## src/rtl/instruction_fetch_unit.sv

```systemverilog
// Single-issue instruction fetch unit: pc register, combinational imem lookup,
// registered instr/instr_pc, IDLE/RUN/HALT control. Define HALT_ON_ZERO_EN to
// make a fetched all-zero word stop the unit until reset.
module instruction_fetch_unit (
  input  logic        clk,
  input  logic        reset,
  output logic [31:0] imem_addr,
  input  logic [31:0] imem_data,
  input  logic        stall,
  input  logic        branch_taken,
  input  logic [31:0] branch_target,
  output logic [31:0] instr,
  output logic [31:0] instr_pc,
  output logic [31:0] pc_plus8,
  output logic        instr_valid,
  output logic        halted,
  output logic [15:0] fetch_count,
  output logic [1:0]  dbg_state
);

  typedef enum logic [1:0] {
    S_IDLE = 2'd0,
    S_RUN  = 2'd1,
    S_HALT = 2'd2
  } state_t;

  state_t      r_state;
  logic [31:0] r_pc;
  logic [31:0] r_instr;
  logic [31:0] r_instr_pc;
  logic        r_instr_valid;
  logic [15:0] r_fetch_count;
  logic        r_halted;
  logic [31:0] w_target;
  logic        w_zero_word;

  // Redirects always land on a word boundary.
  assign w_target    = branch_target & ~32'h0000_0003;
  assign w_zero_word = (imem_data == 32'h0000_0000);

  always_ff @(posedge clk) begin
    if (reset) begin
      r_state       <= S_IDLE;
      r_pc          <= 32'h0000_0000;
      r_instr       <= 32'h0000_0000;
      r_instr_pc    <= 32'h0000_0000;
      r_instr_valid <= 1'b0;
      r_fetch_count <= 16'h0000;
      r_halted      <= 1'b0;
    end else begin
      case (r_state)
        S_IDLE: begin
          r_state       <= S_RUN;
          r_instr_valid <= 1'b0;
          r_halted      <= 1'b0;
        end
        S_RUN: begin
          if (branch_taken) begin
            r_pc          <= w_target;
            r_instr_valid <= 1'b0;
          end else if (!stall) begin
`ifdef HALT_ON_ZERO_EN
            if (w_zero_word) begin
              r_state       <= S_HALT;
              r_instr_valid <= 1'b0;
              r_halted      <= 1'b1;
            end else begin
              r_instr       <= imem_data;
              r_instr_pc    <= r_pc;
              r_instr_valid <= 1'b1;
              r_pc          <= r_pc + 32'd4;
              if (r_fetch_count != 16'hFFFF)
                r_fetch_count <= r_fetch_count + 16'd1;
            end
`else
            r_instr       <= imem_data;
            r_instr_pc    <= r_pc;
            r_instr_valid <= 1'b1;
            r_pc          <= r_pc + 32'd4;
            if (r_fetch_count != 16'hFFFF)
              r_fetch_count <= r_fetch_count + 16'd1;
`endif
          end
        end
        S_HALT: begin
          r_instr_valid <= 1'b0;
          r_halted      <= 1'b1;
        end
        default: begin
          r_state       <= S_IDLE;
          r_instr_valid <= 1'b0;
          r_halted      <= 1'b0;
        end
      endcase
    end
  end

  assign imem_addr   = r_pc;
  assign instr       = r_instr;
  assign instr_pc    = r_instr_pc;
  assign pc_plus8    = r_instr_pc + 32'd8;
  assign instr_valid = r_instr_valid;
  assign fetch_count = r_fetch_count;
  assign dbg_state   = r_state;
`ifdef HALT_ON_ZERO_EN
  assign halted      = r_halted;
`else
  // Zero words are ordinary instructions here, so the unit never halts.
  assign halted      = 1'b0;
  logic w_unused;
  assign w_unused    = r_halted ^ w_zero_word;
`endif

endmodule
```

## config.mk

```make
export PLATFORM = sky130hd
export DESIGN_NAME = instruction_fetch_unit
export DESIGN_NICKNAME = d
export VERILOG_FILES = /design/src/rtl/instruction_fetch_unit.sv
export SDC_FILE = /design/constraint.sdc
export NUM_CORES = 1
export LEC_CHECK = 0
export CORE_UTILIZATION = 66
export CTS_BUF_LIST = sky130_fd_sc_hd__clkbuf_4
export DETAILED_ROUTE_END_ITERATION = 10
export DONT_BUFFER_PORTS = 1
export PLACE_DENSITY_LB_ADDON = 0.08
export SYNTH_ARGS = -nofsm -noshare
export SYNTH_HDL_FRONTEND = slang
export SYNTH_SLANG_ARGS = --single-unit
```

## constraint.sdc

```tcl
create_clock -name clk -period 2.79 [get_ports clk]
set_input_delay 0.558 -clock clk [delete_from_list [all_inputs] [get_ports clk]]
set_output_delay 0.558 -clock clk [all_outputs]
set_load 0.01 [all_outputs]
```

==> results.sh <==
export IMPL_yosys_area_top_type_share_pct=38.2
export IMPL_finalSetupViolCount=0
export IMPL_leakagePower_nw=1.97
export IMPL_synth_area_top_cells="dfxtp_1 38%, nand2_1 11%, a21oi_1 7.2%"
export IMPL_finalHoldViolCount=0
export IMPL_startpoint_type="flop"
export IMPL_yosysSeqAreaShare_pct=38.2
export IMPL_area_growth_pct=3.02
export IMPL_ys_flop_type="dfxtp_1"
export IMPL_cp_data_required_time_ns=2.23
export IMPL_path_class="flop to output port"
export IMPL_rsz0062_at_grt="yes"
export IMPL_root_buffer="clkbuf_4"
export IMPL_antenna_cells=0
export IMPL_netlist_cell_type_count=67
export IMPL_final_fill_count=707
export IMPL_numCtsBuffers=9
export IMPL_worstPathMaxFanout=9
export IMPL_finalPower_mw=2.73
export IMPL_tns_ns=0
export IMPL_critPathBufInv=2
export IMPL_clk_latency_ns=0.46
export IMPL_relSlewSlack_pct=54.7
export IMPL_die_h_um=95.4
export IMPL_ys_seq_elements=110
export IMPL_fin_skew_ns=0.0197
export IMPL_p_per_area_nw_per_um2=460
export IMPL_viasPerCell=6.61
export IMPL_pre_cts_slack_ns=0.277
export IMPL_gr_total_overflow=0
export IMPL_arrival_ns=2.15
export IMPL_io_buffers=0
export IMPL_syn_inst=756
export IMPL_async_flop_share_pct=0
export IMPL_wl_per_cell_um=18.7
export IMPL_nNetsFinal=793
export IMPL_ff_latch_area_um2=2220
export IMPL_grt_total_usage_pct=32.7
export IMPL_slowest_delay_ns=0.45
export IMPL_grt_max_degree=113
export IMPL_finalCoreUtilization_pct=71.2
export IMPL_tightest_slew_ns=0.677
export IMPL_gp_congestion=0.943
export IMPL_initial_utilization_pct=69.1
export IMPL_synth_edf_count=0
export IMPL_fp_dieArea_um2=9110
export IMPL_path_clk_slew_ns=0.17
export IMPL_path_cells="nand4_1 > buf_4 > nor4_2 > buf_4 > nand4_1 > xnor2_1"
export IMPL_core_area_um2=8340
export IMPL_max_cap_violations=0
export IMPL_ir_drop_uv=287
export IMPL_synth_warnings=0
export IMPL_drtPass1Iterations=5
export IMPL_drt_initial_drc_count=592
export IMPL_hold_buffers=0
export IMPL_fin_ws_ns=0.0806
export IMPL_fmax_ghz=0.369
export IMPL_fin_crit_sh_pct=97.1
export IMPL_htreeDepth=3
export IMPL_syn_area_um2=5760
export IMPL_wl_mm=15.5
export IMPL_layout_drive_gt1_share_pct=10.1
export IMPL_grt_antenna_before_repair=0
export IMPL_post_route_min_period_ns=2.71
export IMPL_grt_pass1_vias=4790
export IMPL_clock_sinks=110
export IMPL_netlist_top_cells_count="167 x nand2_1, 110 x dfxtp_1, 83 x a21oi_1"
export IMPL_drcViolationCount=0
export IMPL_dp_hpwl_mm=10.7
export IMPL_cts_tree="built"
export IMPL_avgSynthCellArea_um2=7.62
export IMPL_grt_pass1_wl_mm=23.1
export IMPL_num_rows=33
export IMPL_vias=5489
export IMPL_endpoint_kind="output port"
export IMPL_die_x_um=95.4
export IMPL_slowest_stage="dfxtp_2"
export IMPL_drv_slew=0
export IMPL_status="completed"
export IMPL_yosys_area_top_type="dfxtp_1"
export IMPL_cts_max_path_buffers=2
export IMPL_multi_input_area_um2=3290
export IMPL_crit_family="simple AND/OR/NAND/NOR gates"
export IMPL_yosysMostFrequentCell="nand2_1"
export IMPL_ant_nets=0
export IMPL_hold_class="primary input to flop"
export IMPL_io_pins=216
[worst reg2reg max path, cell delays in order, from the launching register on]
cell and delay [ns]:
dfxtp_1 0.57, ha_1 0.31, nand4_2 0.14, or3_1 0.49, or4_1 0.53, a31oi_1 0.16
[per-stage QoR]
stage	cells	hold WS, ns	cell area [um2]
after global placement	814	0.485	5700
after global routing	831	0.0977	5930
after detailed placement	814	0.491	5700
after floorplan	763	0.481	5790
after CTS	831	0.128	5870
final	831	0.158	5930
[layer usage]
metal | global-route usage [%] | vias up | routed length, um
li1 | - | 2597 | -
met1 | 40.1 | 2554 | 6040
met2 | 53.6 | 310 | 7500
met3 | 11.4 | 28 | 1740
met4 | 10.6 | 0 | 260
met5 | 0 | - | 0
[repair_timing]
action,in CTS,in global routing
buffers inserted,2,0
pin swaps,1,4
setup endpoints to repair,12,15
resized for setup,5,20
[layout by cell type (no fill, tap or decap), types with 4 or more instances in the layout]
| cell type | n |
|---|---|
| nand3_1 | 31 |
| and4_1 | 11 |
| nor3_1 | 11 |
| o21ai_0 | 21 |
| and2_1 | 4 |
| nor2b_1 | 9 |
| nor2_1 | 39 |
| a31o_2 | 5 |
| a21o_1 | 4 |
| inv_1 | 12 |
| or3_1 | 5 |
| nand4_1 | 27 |
| clkbuf_4 | 9 |
| a22oi_1 | 4 |
| and3_1 | 16 |
| nor4_1 | 7 |
| dfxtp_2 | 12 |
| a31oi_1 | 12 |
| nand2_1 | 167 |
| dfxtp_1 | 96 |
| a21oi_1 | 83 |
| buf_4 | 14 |
| xnor2_1 | 23 |
| mux2_2 | 10 |
| o211ai_1 | 5 |
| or4_1 | 7 |
| o31ai_1 | 8 |
| a211oi_1 | 9 |
| conb_1 | 8 |
[area by class of cell]
class	instances	share of cell area, %
Sequential cell	110	37.5
Timing Repair Buffer	14	1.77
Multi-Input combinational cell	574	55.4
Inverter	13	0.822
Tap cell	105	2.21
Clock inverter	6	1.20
Clock buffer	9	1.14
[power breakdown]
part,internal (mW),switching [mW],leakage (nW)
sequential,1.62,0.113,0.901
clock,0.279,0.529,0.0743
combinational,0.0782,0.111,0.995
total,1.98,0.753,1.97
[registers in the layout, summed over array words and instances (netlist names)]
register     flops
instr_pc        30
instr_valid      1
instr           32
fetch_count     16
dbg_state        1
imem_addr       30
[kinds of logic after synthesis]
logic type               synth area share, %
AO/OA/AOI/OAI                           18.6
XOR/XNOR                                4.11
adder cells (fa/ha/maj)                0.652
buffers and inverters                   6.39
flip-flops                              38.2
multiplexers                            2.30
other                                 0.0651
AND/OR/NAND/NOR                         29.6
[final timing paths]
| kind | start | end | slack [ns] | cells after the start |
|---|---|---|---|---|
| min reg2reg | instr[18] | instr[18] | 0.51 | 2 |
| max | instr_pc[8] | pc_plus8[29] | 0.08 | 6 |
| min | reset | instr[28] | 0.16 | 1 |
| max reg2reg | imem_addr[2] | imem_addr[24] | 0.51 | 5 |
(Power assumes the default switching activity.)
